===== config.mk =====
export PLATFORM = sky130hd
export DESIGN_NAME = button_pulse_conditioner
export DESIGN_NICKNAME = d
export VERILOG_FILES = /design/src/rtl/blinker_pkg.sv /design/src/rtl/button_channel.sv /design/src/rtl/button_pulse_conditioner.sv
export SDC_FILE = /design/constraint.sdc
export NUM_CORES = 1
export LEC_CHECK = 0
export BUFFER_PORTS_ARGS = -buffer_cell sky130_fd_sc_hd__buf_2
export CORE_ASPECT_RATIO = 1.2
export CORE_MARGIN = 2
export CORE_UTILIZATION = 65
export DETAILED_ROUTE_END_ITERATION = 6
export PLACE_DENSITY_LB_ADDON = 0.15
export SYNTH_ARGS = -nofsm -noshare
export SYNTH_HDL_FRONTEND = slang
export SYNTH_SLANG_ARGS = --single-unit

===== constraint.sdc =====
create_clock -name clk -period 3.7 [get_ports clk]
set_input_delay 0.74 -clock clk [delete_from_list [all_inputs] [get_ports clk]]
set_output_delay 0.74 -clock clk [all_outputs]
set_load 0.005 [all_outputs]

===== src/rtl/blinker_pkg.sv =====
// Shared definitions for the blinker push-button front end: per-channel FSM
// state encoding, default debounce/repeat timing and button channel indices.
package blinker_pkg;

    // Per-button press state. IDLE means the debounced level is low.
    typedef enum logic [1:0] {
        IDLE   = 2'd0,
        HELD   = 2'd1,
        REPEAT = 2'd2
    } btn_state_e;

    // Default timing, all in sample strobes.
    localparam int DEF_DB_SAMPLES     = 4;
    localparam int DEF_HOLD_SAMPLES   = 16;
    localparam int DEF_REPEAT_SAMPLES = 8;
    localparam int DEF_CNT_W          = 5;

    // Channel indices inside the per-button vectors.
    localparam int NUM_BTNS  = 2;
    localparam int BTN_LEFT  = 0;
    localparam int BTN_RIGHT = 1;

endpackage : blinker_pkg


===== src/rtl/button_channel.sv =====
// One push-button channel: two-flop synchroniser, sample-strobe debouncer and
// the IDLE/HELD/REPEAT press FSM. pulse_raw is combinational and only ever
// high on a sample_en cycle; the top level registers it after arbitration.
module button_channel
    import blinker_pkg::*;
#(
    parameter int DB_SAMPLES     = DEF_DB_SAMPLES,
    parameter int HOLD_SAMPLES   = DEF_HOLD_SAMPLES,
    parameter int REPEAT_SAMPLES = DEF_REPEAT_SAMPLES,
    parameter int CNT_W          = DEF_CNT_W
) (
    input  logic clk,
    input  logic rst,
    input  logic sample_en,
    input  logic btn_raw,
    output logic pulse_raw
);

    // Terminal values: a counter holding *_LAST on a sample means this
    // sample is the N-th one, so the event fires and the counter clears.
    localparam logic [CNT_W-1:0] DB_LAST     = CNT_W'(DB_SAMPLES - 1);
    localparam logic [CNT_W-1:0] HOLD_LAST   = CNT_W'(HOLD_SAMPLES - 1);
    localparam logic [CNT_W-1:0] REPEAT_LAST = CNT_W'(REPEAT_SAMPLES - 1);

    logic             sync1_q, sync1_d;
    logic             sync2_q, sync2_d;
    logic             db_level_q, db_level_d;
    logic [CNT_W-1:0] db_cnt_q, db_cnt_d;
    btn_state_e       state_q, state_d;
    logic [CNT_W-1:0] hold_cnt_q, hold_cnt_d;

    // Synchroniser runs every clock; debounce advances only on the strobe.
    always_comb begin
        sync1_d    = btn_raw;
        sync2_d    = sync1_q;
        db_level_d = db_level_q;
        db_cnt_d   = db_cnt_q;
        if (sample_en) begin
            if (sync2_q != db_level_q) begin
                if (db_cnt_q == DB_LAST) begin
                    db_level_d = ~db_level_q;
                    db_cnt_d   = '0;
                end else begin
                    db_cnt_d = db_cnt_q + 1'b1;
                end
            end else begin
                // Any agreeing sample restarts the run, so short glitches vanish.
                db_cnt_d = '0;
            end
        end
    end

    // Press FSM; it looks at the level this sample produces so the press
    // pulse lines up with the debounce flip rather than a sample later.
    always_comb begin
        state_d    = state_q;
        hold_cnt_d = hold_cnt_q;
        pulse_raw  = 1'b0;
        if (sample_en) begin
            unique case (state_q)
                IDLE: begin
                    if (db_level_d) begin
                        state_d    = HELD;
                        hold_cnt_d = '0;
                        pulse_raw  = 1'b1;
                    end
                end
                HELD: begin
                    // Release wins over a count expiring on the same sample.
                    if (!db_level_d) begin
                        state_d    = IDLE;
                        hold_cnt_d = '0;
                    end else if (hold_cnt_q == HOLD_LAST) begin
                        state_d    = REPEAT;
                        hold_cnt_d = '0;
                        pulse_raw  = 1'b1;
                    end else begin
                        hold_cnt_d = hold_cnt_q + 1'b1;
                    end
                end
                REPEAT: begin
                    if (!db_level_d) begin
                        state_d    = IDLE;
                        hold_cnt_d = '0;
                    end else if (hold_cnt_q == REPEAT_LAST) begin
                        hold_cnt_d = '0;
                        pulse_raw  = 1'b1;
                    end else begin
                        hold_cnt_d = hold_cnt_q + 1'b1;
                    end
                end
                default: begin
                    state_d    = IDLE;
                    hold_cnt_d = '0;
                end
            endcase
        end
    end

    // Channel state registers; reset clears the synchroniser too, so a button
    // held through reset is re-seen as a fresh press.
    always_ff @(posedge clk) begin
        if (rst) begin
            sync1_q    <= 1'b0;
            sync2_q    <= 1'b0;
            db_level_q <= 1'b0;
            db_cnt_q   <= '0;
            state_q    <= IDLE;
            hold_cnt_q <= '0;
        end else begin
            sync1_q    <= sync1_d;
            sync2_q    <= sync2_d;
            db_level_q <= db_level_d;
            db_cnt_q   <= db_cnt_d;
            state_q    <= state_d;
            hold_cnt_q <= hold_cnt_d;
        end
    end

endmodule : button_channel


===== src/rtl/button_pulse_conditioner.sv =====
// Two button channels feeding registered, mutually exclusive shift strobes
// for programmable_blinker. A coincident left+right pulse is dropped on both
// outputs; the channel FSMs never see the arbitration result.
module button_pulse_conditioner
    import blinker_pkg::*;
#(
    parameter int DB_SAMPLES     = DEF_DB_SAMPLES,
    parameter int HOLD_SAMPLES   = DEF_HOLD_SAMPLES,
    parameter int REPEAT_SAMPLES = DEF_REPEAT_SAMPLES,
    parameter int CNT_W          = DEF_CNT_W
) (
    input  logic clk,
    input  logic rst,
    input  logic sample_en,
    input  logic btn_left_raw,
    input  logic btn_right_raw,
    output logic shift_left,
    output logic shift_right
);

    logic [NUM_BTNS-1:0] btn_raw;
    logic [NUM_BTNS-1:0] pulse_raw;
    logic                shift_left_q, shift_left_d;
    logic                shift_right_q, shift_right_d;

    assign btn_raw[BTN_LEFT]  = btn_left_raw;
    assign btn_raw[BTN_RIGHT] = btn_right_raw;

    for (genvar i = 0; i < NUM_BTNS; i++) begin : g_chan
        button_channel #(
            .DB_SAMPLES     (DB_SAMPLES),
            .HOLD_SAMPLES   (HOLD_SAMPLES),
            .REPEAT_SAMPLES (REPEAT_SAMPLES),
            .CNT_W          (CNT_W)
        ) u_chan (
            .clk       (clk),
            .rst       (rst),
            .sample_en (sample_en),
            .btn_raw   (btn_raw[i]),
            .pulse_raw (pulse_raw[i])
        );
    end

    // Arbitration: never present both shifts in the same cycle.
    always_comb begin
        shift_left_d  = pulse_raw[BTN_LEFT]  & ~pulse_raw[BTN_RIGHT];
        shift_right_d = pulse_raw[BTN_RIGHT] & ~pulse_raw[BTN_LEFT];
    end

    // Output registers give clean one-clock strobes.
    always_ff @(posedge clk) begin
        if (rst) begin
            shift_left_q  <= 1'b0;
            shift_right_q <= 1'b0;
        end else begin
            shift_left_q  <= shift_left_d;
            shift_right_q <= shift_right_d;
        end
    end

    assign shift_left  = shift_left_q;
    assign shift_right = shift_right_q;

endmodule : button_pulse_conditioner


Word-level counts from Yosys, hierarchy flattened
Index checks and enable logic that the tools add are counted.
{"block": "word_totals", "input_bits": 5, "reg_bits": 32}
{"block": "op_classes", "reduce_logical": 6, "n_mux": 46, "n_eq_ne": 18, "n_addsub": 4, "bitwise": 6}
{"cell": "2-to-1 mux 5 bit", "count": 14}
{"cell": "one-hot mux 5 bit (3 select lines)", "count": 2}
{"cell": "adder 5 x 1 -> 5 bit (second input constant)", "count": 4}
{"cell": "2-to-1 mux 1 bit", "count": 18}
{"cell": "2-to-1 mux 2 bit", "count": 8}
{"cell": "one-hot mux 2 bit (3 select lines)", "count": 2}
{"cell": "equality test 5 x 2 -> 1 bit (second input constant)", "count": 2}
{"cell": "equality test 5 x 3 -> 1 bit (second input constant)", "count": 2}
{"cell": "equality test 5 x 4 -> 1 bit (second input constant)", "count": 2}
{"cell": "AND reduction 4 bit", "count": 2}
{"cell": "inequality test 3 bit (second input constant)", "count": 2}
{"cell": "one-hot mux 1 bit (3 select lines)", "count": 2}
{"cell": "equality test 2 x 1 -> 1 bit (second input constant)", "count": 2}
{"cell": "equality test 2 bit (second input constant)", "count": 2}
{"cell": "zero test 2 bit", "count": 2}
{"cell": "inequality test 2 x 1 -> 1 bit (second input constant)", "count": 2}
{"cell": "inequality test 2 bit (second input constant)", "count": 2}
{"cell": "inverter 1 bit", "count": 4}
{"cell": "AND reduction 2 bit", "count": 2}
{"cell": "AND 1 bit", "count": 2}
{"cell": "inequality test 1 bit", "count": 2}

Depth between registers and ports, before layout
{"block": "depth", "depth_word": 9, "depth_mapped": 8, "ltp_nobuf": 8}

Hierarchy
Synthesis repeated with hierarchy kept, for this count alone.
{"block": "hier_totals", "cells_unflattened": 199, "hier_area_um2": 1856.8}
{"module": "button_channel (g_chan[0].u_chan)", "seq_area_each_um2": 300.3, "cells_per_inst": 95, "area_each_um2": 905.9, "n_inst": 1}
{"module": "button_channel (g_chan[1].u_chan)", "seq_area_each_um2": 300.3, "cells_per_inst": 100, "area_each_um2": 895.9, "n_inst": 1}
{"module": "button_pulse_conditioner", "seq_area_each_um2": 40.0, "cells_per_inst": 4, "area_each_um2": 55.1, "n_inst": 1}

Worst setup path before layout
Ideal clock, no wire load.
{"block": "synth_timing", "path_type": "register to register", "from": "reg g_chan[0].u_chan.db_cnt_q[0]", "to": "reg g_chan[0].u_chan.state_q[1]", "slack_ns": 1.880, "n_path_buf": 0, "setup_ns": 0.079, "arrival_time_ns": 1.741, "path_stages_with_launch": 7, "cell_sequence": "dfxtp_1 > ha_1 > or4b_4 > mux2i_2 > a21oi_2 > a21oi_1 > a211oi_2"}
{"block": "synth_between", "elab_chain_cells": 6, "word_cells_on_any_way": 10, "classes_between": "eq/ne: 4; mux: 5; reduce/logical: 1"}
{"item": "start: declaration", "line": "button_channel.sv:28", "text": "logic [CNT_W-1:0] db_cnt_q, db_cnt_d;"}
{"item": "start signal: assignment", "line": "button_channel.sv:114", "text": "db_cnt_q <= db_cnt_d;"}
{"item": "equality test 5 x 2 -> 1 bit *", "line": "button_channel.sv:40", "text": "if (db_cnt_q == DB_LAST) begin"}
{"item": "2-to-1 mux 1 bit *", "line": "button_channel.sv:40"}
{"item": "2-to-1 mux 1 bit *", "line": "button_channel.sv:39", "text": "if (sync2_q != db_level_q) begin"}
{"item": "2-to-1 mux 1 bit *", "line": "button_channel.sv:38", "text": "if (sample_en) begin"}
{"item": "inequality test 3 bit (no line) (tied with other cells)"}
{"item": "AND reduction 4 bit (no line) or one-hot mux 2 bit (3 select lines) (tied branches)"}
{"item": "end signal: assignment", "line": "button_channel.sv:115", "text": "state_q <= state_d;"}
{"item": "end: declaration", "line": "button_channel.sv:29", "text": "btn_state_e state_q, state_d;"}
Every way passes the cells marked *; elsewhere a longest branch is shown, timed or not.
A chain may end at the register's enable or synchronous reset.

Worst setup path in the final report
{"block": "layout_timing", "from": "reg g_chan[1].u_chan.db_cnt_q[0]", "to": "reg g_chan[1].u_chan.state_q[1]"}
{"block": "layout_between", "elab_chain_cells": 6, "word_cells_on_any_way": 10, "classes_between": "eq/ne: 4; mux: 5; reduce/logical: 1"}
{"item": "start: declaration", "line": "button_channel.sv:28"}
{"item": "start signal: assignment", "line": "button_channel.sv:114"}
{"item": "equality test 5 x 2 -> 1 bit *", "line": "button_channel.sv:40"}
{"item": "2-to-1 mux 1 bit *", "line": "button_channel.sv:40"}
{"item": "2-to-1 mux 1 bit *", "line": "button_channel.sv:39"}
{"item": "2-to-1 mux 1 bit *", "line": "button_channel.sv:38"}
{"item": "inequality test 3 bit (no line) (tied with other cells)"}
{"item": "AND reduction 4 bit (no line) or one-hot mux 2 bit (3 select lines) (tied branches)"}
{"item": "end signal: assignment", "line": "button_channel.sv:115"}
{"item": "end: declaration", "line": "button_channel.sv:29"}
Marks and branches as above.

==> out/qor.csv <==
metric;value;unit
run_status;finished, final reports clean;
crit_type;flop to flop;
cts_sinks;32;
timing.reg2reg.worst_path_depth;6;
maximum_number_of_pins_on_one_net_before_global_route_repair;25;
nFillCells;224;
dieArea;3250;µm²
worst_setup_path_start_kind;flop;
p_sw;0.000139;W
route.antenna.remaining_nets;0;
groute.layer.met1.usage;28.2;%
period_needed;2.03;ns
synth_warnings;0;
clockRootBuffer;sky130_fd_sc_hd__clkbuf_4;
reg2reg_slack;1.67;ns
peakVddDrop;323;µV
post_cts_hold_buffer_count;0;
cts.htree.levels;2;
share_clk_of_total_power;36.6;%
hold_path.class;flop to flop;
via_count_of_the_first_global_routing_pass;1432;
worstPathRequired;3.92;ns
power.internal;0.000448;W
cts-buffers-inserted;5;
tritoncts_clock_tree;yes;
setup-violations-final;0;
initialDrtViolationCount;40;
yosys.area.top_type_share;35.1;%
number_of_antenna_violations_at_the_first_check_in_global_routing;0;
synth_cell_type_count;46;
switching_share;23.7;%
synth.ff_latch_count;32;
final_layout_size_suffix_gt1_share;12.3;%
grt_overflow;0;
initial_core_util;66.7;%
die_w;52.3;µm
ys_flop_type;sky130_fd_sc_hd__dfxtp_1;
max_cap_viol_count;0;
cpMaxStageDelayCell;sky130_fd_sc_hd__dfxtp_1;
worstMarginPinSlew;0.517;ns
finalWeightedCongestion;0.862;
max_slew_margin;65.5;%
fin_util;70.8;%
synth_area_leader_cell;sky130_fd_sc_hd__dfxtp_1;
asyncSetResetFlopFracSynth;0;%
floorplan.die.height;62.0;µm
max_freq;492;MHz
skew;0.0110;ns
cp_delay_by_family_top;simple AND/OR/NAND/NOR gates;
grt_setup_unrepaired;no;
postSynthNetCount;231;
register_area;641;µm²
grtUsageMet3;6.46;%
end_kind;flop;
worst_path_largest_cell_delay;0.38;ns
cellLeakagePower;0.735;nW
hold-path-cell-count;1;
seq_power_share;59.6;%
comb_power_share;3.8;%
drt-total-wl;3810;µm
r2r_end;g_chan[1].u_chan.state_q[1];
layout_area_growth_over_synthesis;6.11;%
hp-start;g_chan[0].u_chan.sync1_q;
dp_hpwl;2730;µm
vias;1537;
longest_clk_path_bufs;2;
rr_startpoint;g_chan[1].u_chan.db_cnt_q[0];
slew_violations;0;
track_usage;25.8;%
clkTransAtPathRegs;0.10;ns
cts.repair_timing.setup_buffer_count;0;
syn_avg_cell_area;8.68;µm²
cp_num_buf_inv;0;
synth_seq_area_share;35.1;%
core;2730;µm²
worstPathArrival;2.25;ns
fp-row-count;21;
port-buffer-count;6;
crit_path_cell_trace;ha_1, nor4b_1, mux2i_1, nand2_1, a22oi_1, nor2_1;
critical_path.max_fanout;7;
insertion_delay;0.34;ns
busiest_layer;met2;
footprint_of_the_multi_input_gates;1110;µm²
synth-edff-count;0;
antenna_cells;0;
synthesis.instances;210;
grt_pass1_wl;6070;µm
vias_per_cell;6.05;
synthTopCellsByArea;sky130_fd_sc_hd__dfxtp_1 35%, sky130_fd_sc_hd__ha_1 11%, sky130_fd_sc_hd__nand2_1 4.7%, sky130_fd_sc_hd__a21oi_1 3.3%, sky130_fd_sc_hd__nand3_1 3.0%;
drt_drc_violations_left;0;
hold_path_end;g_chan[0].u_chan.sync2_q;
groute.layer.met2.usage;45.9;%
finalHoldViolations;0;
drt-wirelength-per-cell;15.0;µm
fin_tns_setup;0;ns
fin_crit_sh;54.9;%
syn-cell-area;1820;µm²
cellPowerDensity;303;nW/µm²
post_cts.resized_instances;0;
first_pass_iters;4;
num-nets-final;240;
ios;7;
==> cell families after synthesis <==
group | synth area share [%]
DFF | 35.1
AOI/OAI and AO/OA | 18.6
muxes | 3.57
and+or+nand+nor | 24.6
xor gates and xnor gates | 3.36
buffers and inverters | 3.78
adders and majority gates | 11.0
==> sequential cells by signal (all words and copies together) (netlist names) <==
name / cells
g_chan.u_chan.hold_cnt_q: 10
shift_left: 1
g_chan.u_chan.db_cnt_q: 10
g_chan.u_chan.state_q: 4
g_chan.u_chan.sync1_q: 2
g_chan.u_chan.sync2_q: 2
g_chan.u_chan.db_level_q: 2
shift_right: 1
==> final cells by class <==
class | instances | area share [%]
multi-input cells | 161 | 57.6
flip-flops and latches | 32 | 33.1
clock buffers | 8 | 3.04
inverters | 13 | 2.52
well taps | 34 | 2.20
repair buffers | 6 | 1.55
==> power by group through the flow <==
stage | combinational (W) | sequential [W] | clock (W)
2_1_floorplan | 0.0000158 | 0.000357 | 0
3_3_place_gp | 0.0000213 | 0.000358 | 0
3_5_place_dp | 0.0000220 | 0.000358 | 0
4_1_cts | 0.0000222 | 0.000350 | 0.000222
5_1_grt | 0.0000247 | 0.000350 | 0.000238
6_report | 0.0000224 | 0.000350 | 0.000215
==> worst max-delay path by stage <==
stage	from	end	slack, ns	cells after the start
2_1_floorplan	g_chan[0].u_chan.db_cnt_q[0]	g_chan[0].u_chan.state_q[1]	1.88	6
3_5_place_dp	sample_en	shift_right	1.54	6
6_report	g_chan[1].u_chan.db_cnt_q[0]	g_chan[1].u_chan.state_q[1]	1.67	6
3_3_place_gp	sample_en	g_chan[1].u_chan.hold_cnt_q[2]	1.62	6
5_1_grt	g_chan[1].u_chan.db_cnt_q[0]	g_chan[1].u_chan.hold_cnt_q[2]	1.54	5
4_1_cts	g_chan[1].u_chan.db_cnt_q[0]	g_chan[1].u_chan.state_q[1]	1.67	6
==> cells in the mapped netlist (2+ instances only) <==
cell                       count
sky130_fd_sc_hd__a21oi_2       5
sky130_fd_sc_hd__xnor2_1       3
sky130_fd_sc_hd__nor4b_1       3
sky130_fd_sc_hd__dfxtp_1      32
sky130_fd_sc_hd__nor2_1       13
sky130_fd_sc_hd__ha_1         16
sky130_fd_sc_hd__nand3_1      11
sky130_fd_sc_hd__nor3_1        6
sky130_fd_sc_hd__o41ai_2       2
sky130_fd_sc_hd__mux2i_1       4
sky130_fd_sc_hd__clkbuf_1      3
sky130_fd_sc_hd__nand4_1       5
sky130_fd_sc_hd__o21a_1        2
sky130_fd_sc_hd__nor2b_1       8
sky130_fd_sc_hd__a21oi_1      12
sky130_fd_sc_hd__nand2b_1      2
sky130_fd_sc_hd__and3_1        3
sky130_fd_sc_hd__a22oi_1       3
sky130_fd_sc_hd__nand2_1      23
sky130_fd_sc_hd__o21ai_0       7
sky130_fd_sc_hd__a211oi_1      4
sky130_fd_sc_hd__xor2_1        4
sky130_fd_sc_hd__and2_1        3
sky130_fd_sc_hd__o21ai_1       2
sky130_fd_sc_hd__inv_1        13
==> stage by stage <==
step	cells	hold WS (ns)	setup WS (ns)	instance area (µm²)	total power, W
after floorplan	210	0.414	1.88	1820	0.000373
after global placement	246	0.417	1.62	1880	0.000379
after detailed placement	246	0.430	1.54	1880	0.000380
after CTS	254	0.455	1.67	1930	0.000594
after global routing	254	0.472	1.54	1930	0.000613
final	254	0.448	1.67	1930	0.000587
==> per-layer routing <==
metal / wire (µm) / share of wire [%]
met1: 1650 / 43
met2: 1940 / 51
met3: 113 / 3.0
met4: 98 / 2.6
met5: 0 / 0
==> worst reg2reg max path, stage by stage (launching register included) <==
cell                      delay, ns
sky130_fd_sc_hd__dfxtp_1       0.38
sky130_fd_sc_hd__ha_1          0.26
sky130_fd_sc_hd__nor4b_1       0.35
sky130_fd_sc_hd__mux2i_1       0.37
sky130_fd_sc_hd__nand2_1       0.26
sky130_fd_sc_hd__a22oi_1       0.24
sky130_fd_sc_hd__nor2_1        0.05
==> layout by cell type (no fill, tap or decap), types with 4 or more instances in the layout <==
master                      n
sky130_fd_sc_hd__dfxtp_1   32
sky130_fd_sc_hd__nand2_1   23
sky130_fd_sc_hd__ha_1      16
sky130_fd_sc_hd__inv_1     13
sky130_fd_sc_hd__nor2_1    13
sky130_fd_sc_hd__a21oi_1   12
sky130_fd_sc_hd__nand3_1   11
sky130_fd_sc_hd__nor2b_1    8
sky130_fd_sc_hd__o21ai_0    7
sky130_fd_sc_hd__nor3_1     6
sky130_fd_sc_hd__buf_2      6
sky130_fd_sc_hd__nand4_1    5
sky130_fd_sc_hd__a21oi_2    5
sky130_fd_sc_hd__clkbuf_4   5
sky130_fd_sc_hd__xor2_1     4
sky130_fd_sc_hd__mux2i_1    4
sky130_fd_sc_hd__a211oi_1   4
No activity file was read; power rests on OpenSTA's default activity.
